[src/rtl/sram_port_arbiter_pkg.sv]
// Shared definitions for the two-port SRAM arbiter: FSM state encoding and
// the address bit that picks a 32-bit word out of the 64-bit SRAM return.
package sram_port_arbiter_pkg;

   typedef enum logic [1:0] {
      ST_IDLE   = 2'd0,
      ST_ACCESS = 2'd1,
      ST_DONE   = 2'd2
   } arb_state_t;

   localparam int unsigned WORD_SEL_BIT = 2;
   localparam int unsigned DATA_W       = 32;
   localparam int unsigned MEM_DATA_W   = 64;

   // Address bit set selects the low word; clear selects the high word.
   function automatic logic [DATA_W-1:0] select_word(input logic [MEM_DATA_W-1:0] dword,
                                                     input logic                  sel);
      return sel ? dword[DATA_W-1:0] : dword[MEM_DATA_W-1:DATA_W];
   endfunction

endpackage

[src/rtl/sram_port_arbiter_rr_grant.sv]
// Combinational grant decision between the instruction and data ports,
// round-robin against the last-served port or data-always-wins.
module rr_grant #(
   parameter int FIXED_PRI = 0
) (
   input  logic i_req,
   input  logic d_req,
   input  logic last_d,
   output logic grant_valid,
   output logic grant_d
);

   always_comb begin
      grant_valid = i_req | d_req;
      grant_d     = d_req;
      // Only a conflict needs a policy; a lone request always wins.
      if (i_req && d_req) begin
         grant_d = (FIXED_PRI != 0) ? 1'b1 : ~last_d;
      end
   end

endmodule

[src/rtl/sram_port_arbiter.sv]
// Arbitrates instruction-fetch and data requests onto a single SRAM controller
// port. Valid/ready: a request is a level held in IDLE; completion is a
// one-cycle ready pulse to the owner; mem_ready is honoured only in ACCESS.
module sram_port_arbiter
   import sram_port_arbiter_pkg::*;
#(
   parameter int ADDR_W    = 32,
   parameter int FIXED_PRI = 0
) (
   input  logic                  clk,
   input  logic                  rst,
   input  logic                  i_req,
   input  logic [ADDR_W-1:0]     i_addr,
   output logic [DATA_W-1:0]     i_rdata,
   output logic                  i_ready,
   input  logic                  d_r_en,
   input  logic                  d_w_en,
   input  logic [ADDR_W-1:0]     d_addr,
   input  logic [DATA_W-1:0]     d_wdata,
   output logic [DATA_W-1:0]     d_rdata,
   output logic                  d_ready,
   output logic                  mem_r_en,
   output logic                  mem_w_en,
   output logic [ADDR_W-1:0]     mem_addr,
   output logic [DATA_W-1:0]     mem_wdata,
   input  logic [MEM_DATA_W-1:0] mem_rdata,
   input  logic                  mem_ready,
   output logic                  busy,
   output arb_state_t            dbg_state
);

   arb_state_t          state_q;
   arb_state_t          state_d;
   logic                owner_d_q;
   logic                write_q;
   logic                last_d_q;
   logic [ADDR_W-1:0]   addr_q;
   logic [DATA_W-1:0]   wdata_q;
   logic [DATA_W-1:0]   rdata_q;
   logic                grant_valid;
   logic                grant_d;
   logic                latch_en;
   logic                capture_en;

   rr_grant #(
      .FIXED_PRI(FIXED_PRI)
   ) u_rr_grant (
      .i_req      (i_req),
      .d_req      (d_r_en | d_w_en),
      .last_d     (last_d_q),
      .grant_valid(grant_valid),
      .grant_d    (grant_d)
   );

   always_ff @(posedge clk or negedge rst) begin
      if (!rst) begin
         state_q <= ST_IDLE;
      end else begin
         state_q <= state_d;
      end
   end

   always_comb begin
      state_d    = state_q;
      latch_en   = 1'b0;
      capture_en = 1'b0;
      mem_r_en   = 1'b0;
      mem_w_en   = 1'b0;
      i_ready    = 1'b0;
      d_ready    = 1'b0;
      busy       = 1'b1;
      case (state_q)
         ST_IDLE: begin
            busy = 1'b0;
            if (grant_valid) begin
               latch_en = 1'b1;
               state_d  = ST_ACCESS;
            end
         end
         ST_ACCESS: begin
            mem_r_en = ~write_q;
            mem_w_en = write_q;
            if (mem_ready) begin
               capture_en = ~write_q;
               state_d    = ST_DONE;
            end
         end
         ST_DONE: begin
            i_ready = ~owner_d_q;
            d_ready = owner_d_q;
            state_d = ST_IDLE;
         end
         default: begin
            busy    = 1'b0;
            state_d = ST_IDLE;
         end
      endcase
   end

   // Everything about the access is frozen at grant so requester inputs
   // cannot disturb it until the next IDLE.
   always_ff @(posedge clk or negedge rst) begin
      if (!rst) begin
         owner_d_q <= 1'b0;
         write_q   <= 1'b0;
         last_d_q  <= 1'b0;
         addr_q    <= '0;
         wdata_q   <= '0;
         rdata_q   <= '0;
      end else begin
         if (latch_en) begin
            owner_d_q <= grant_d;
            write_q   <= grant_d & d_w_en;
            addr_q    <= grant_d ? d_addr : i_addr;
            wdata_q   <= grant_d ? d_wdata : '0;
         end
         if (capture_en) begin
            rdata_q <= select_word(mem_rdata, addr_q[WORD_SEL_BIT]);
         end
         if (state_q == ST_DONE) begin
            last_d_q <= owner_d_q;
         end
      end
   end

   assign mem_addr  = addr_q;
   assign mem_wdata = wdata_q;
   assign i_rdata   = rdata_q;
   assign d_rdata   = rdata_q;
   assign dbg_state = state_q;

endmodule

[config.mk]
export PLATFORM = sky130hd
export DESIGN_NAME = sram_port_arbiter
export DESIGN_NICKNAME = d
export VERILOG_FILES = /design/src/rtl/sram_port_arbiter_pkg.sv /design/src/rtl/sram_port_arbiter_rr_grant.sv /design/src/rtl/sram_port_arbiter.sv
export SDC_FILE = /design/constraint.sdc
export NUM_CORES = 1
export LEC_CHECK = 0
export BUFFER_PORTS_ARGS = -buffer_cell sky130_fd_sc_hd__buf_2
export CAP_MARGIN = 20
export CORE_AREA = 2 2 115 117
export DETAILED_ROUTE_END_ITERATION = 8
export DIE_AREA = 0 0 117 119
export GPL_ROUTABILITY_DRIVEN = 1
export PLACE_DENSITY = 0.73
export SYNTH_ARGS = -nofsm -noshare
export SYNTH_HDL_FRONTEND = slang
export SYNTH_HIERARCHICAL = 1
export SYNTH_SLANG_ARGS = --single-unit
[constraint.sdc]
create_clock -name clk -period 2.6 [get_ports clk]
set_input_delay 0.78 -clock clk [delete_from_list [all_inputs] [get_ports clk]]
set_output_delay 0.78 -clock clk [all_outputs]
set_load 0.05 [all_outputs]
==> results_dict.tcl <==
set metrics [dict create \
    worst_setup_path_end_kind "output pin" \
    post_cts_buffers 0 \
    rsz0062_at_grt "false" \
    fillers 1221 \
    report.final.slew_viol_count 0 \
    port_buffers 300 \
    post-place-ws_ns -0.01271 \
    grt_pass1_wl_um 18990 \
    cp_slowest_stage_delay_ns 0.41 \
    cts_resized 0 \
    clockBufferDepth 2 \
    setup_viol 0 \
    firstDrtPassIters 4 \
    grt_usage_pct 17.31 \
    fp.dieW_um 117 \
    clkLatencyLatePin_ns 0.34 \
    wl_per_cell_um 13.37 \
    crit_type "reg2out" \
    yosysWarnings 6 \
    vias 4161 \
    netlist_area_mm2 0.004826 \
    grt_max_degree 79 \
    dpl.hpwl_um 9426 \
    crit_chain "inv_1 > ha_1 > nor2b_1 > buf_2" \
    antenna_found_initial 1 \
    worst_pin_slew_ns 0.5864 \
    cts_root_buf "clkbuf_16" \
    drive_above_1_share_pct 44.62 \
    status "completed" \
    syn_nets 654 \
    cts_hold_buf 0 \
    netlist_instances 483 \
    clock-sinks 101 \
    drt-initial-drc-count 168 \
    core_mm2 0.01287 \
    critPathMaxFanout 5 \
    cts_buffers 9 \
    ys_ff_latch 101 \
    yosysSeqAreaShare_pct 52.37 \
    clkTransAtPathRegs_ns 0.07 \
    period_share_pct 92.73 \
    wl_um 12310 \
    path_buf_inv 2 \
    vias_per_cell 4.518 \
    first_global_vias 3905 \
    hp-class "in2async" \
    gp_congestion 0.7795 \
    die_y_um 119 \
    critical-path-top-delay-family "buffers and inverters" \
    cts_tree "yes" \
    row_count 42 \
    required_ns 1.82 \
    ys_types 24 \
    slowest_stage "dfrtp_1" \
    grt_overflow 0 \
    final-hold-violation-count 0 \
    finClkSkew_ns 0.007187 \
    nets 910 \
    synth_area_per_cell_um2 9.991 \
    layout_setup_ws_ns 0.1891 \
    ios 301 \
    area_delta_synth_final_pct 34.98 \
    ant_nets 0 \
    arrival_ns 1.63 \
    fmax_ghz 0.4148 \
    cts.htree.levels 3 \
    maxCapViolations 0 \
    post-route-drc-count 0 \
    die_area_mm2 0.01392 \
    slew_headroom_pct 60.91 \
    start_kind "flop" \
    initial_core_util_pct 37.48 \
    period_minus_slack_ns 2.411 \
]
==> path summary, 6_finish.rpt <==
| path | end | slack (ns) | start | depth (start not counted) |
|---|---|---|---|---|
| hold reg to reg | mem_wdata[14] | 0.46 | mem_wdata[14] | 2 |
| setup reg to reg | d_rdata[1] | 0.80 | dbg_state[1] | 5 |
| max in group asynchronous | mem_addr[6] | 1.55 | rst | 2 |
| hold / removal | d_rdata[12] | 0.40 | rst | 1 |
| setup / recovery | mem_r_en | 0.19 | dbg_state[1] | 4 |
| min in group clk | mem_wdata[14] | 0.46 | mem_wdata[14] | 2 |
==> routing by layer <==
layer	global-route usage (%)	up-vias	share of wire, %
li1	-	2090	-
met1	21.44	1870	42
met2	29.52	184	50
met3	4.122	17	6.8
met4	5.515	0	1.9
met5	0	-	0
==> synthesized netlist by cell type, drive strengths merged <==
| master | instances | area (µm²) |
|---|---|---|
| ha | 5 | 62.56 |
| mux2i | 64 | 640.6 |
| nand2 | 134 | 503.0 |
| mux2 | 2 | 22.52 |
| inv | 3 | 11.26 |
| nand3b | 1 | 20.02 |
| a21oi | 1 | 5.000 |
| buf | 60 | 460.4 |
| or2 | 2 | 12.52 |
| nor2b | 3 | 18.77 |
| and2 | 3 | 18.77 |
| o21a | 1 | 7.510 |
| nand3 | 33 | 165.2 |
| o21ai | 65 | 325.3 |
| clkbuf | 4 | 17.52 |
| a21boi | 1 | 7.510 |
| dfrtp | 101 | 2527 |
==> flip-flops by register name (all words and copies together) (netlist names) <==
| register | count |
|---|---|
| d_rdata | 32 |
| last_d_q | 1 |
| mem_addr | 32 |
| mem_wdata | 32 |
| dbg_state | 2 |
| write_q | 1 |
| owner_d_q | 1 |
==> kinds of logic after synthesis <==
| family | synth area share (%) |
|---|---|
| compound gates | 7.156 |
| fa+ha+maj | 1.296 |
| buf+inv | 10.14 |
| flops | 52.37 |
| mux | 13.74 |
| simple gates | 15.30 |
==> per-stage QoR <==
step | cell area, µm² | TNS [ns] | hold WS, ns | instances | utilization [%]
after floorplan | 4826 | 0 | 0.4765 | 483 | -
after global placement | 6185 | 0 | 0.4443 | 903 | 48.04
after detailed placement | 6185 | -0.02803 | 0.4504 | 903 | 48.04
after CTS | 6484 | 0 | 0.4005 | 919 | 50.36
after global routing | 6514 | 0 | 0.4178 | 921 | 50.59
final | 6514 | 0 | 0.3996 | 921 | 50.59
==> cell type report <==
cell class | count | area, µm² | share of cell area, %
clock inverters | 7 | 73.82 | 1.133
inverters | 3 | 11.26 | 0.1729
multi-input cells | 315 | 1823 | 27.99
clock buffers | 9 | 225.2 | 3.458
repair buffers | 309 | 1629 | 25.01
diodes | 1 | 2.502 | 0.03842
flip-flops and latches | 101 | 2529 | 38.82
well taps | 176 | 220.2 | 3.381
==> layout by cell type (no fill, tap or decap), drive strengths merged, types with 2 or more instances in the layout <==
| cell type | count |
|---|---|
| clkbuf | 9 |
| and2 | 3 |
| or2 | 2 |
| nor2b | 3 |
| o21ai | 65 |
| nand2 | 134 |
| clkinv | 3 |
| mux2i | 64 |
| inv | 5 |
| dfrtp | 101 |
| ha | 5 |
| buf | 309 |
| mux2 | 2 |
| nand3 | 33 |
Power is not shown: default switching activity piles up to over one toggle a cycle in this logic, so the estimate is an artifact.
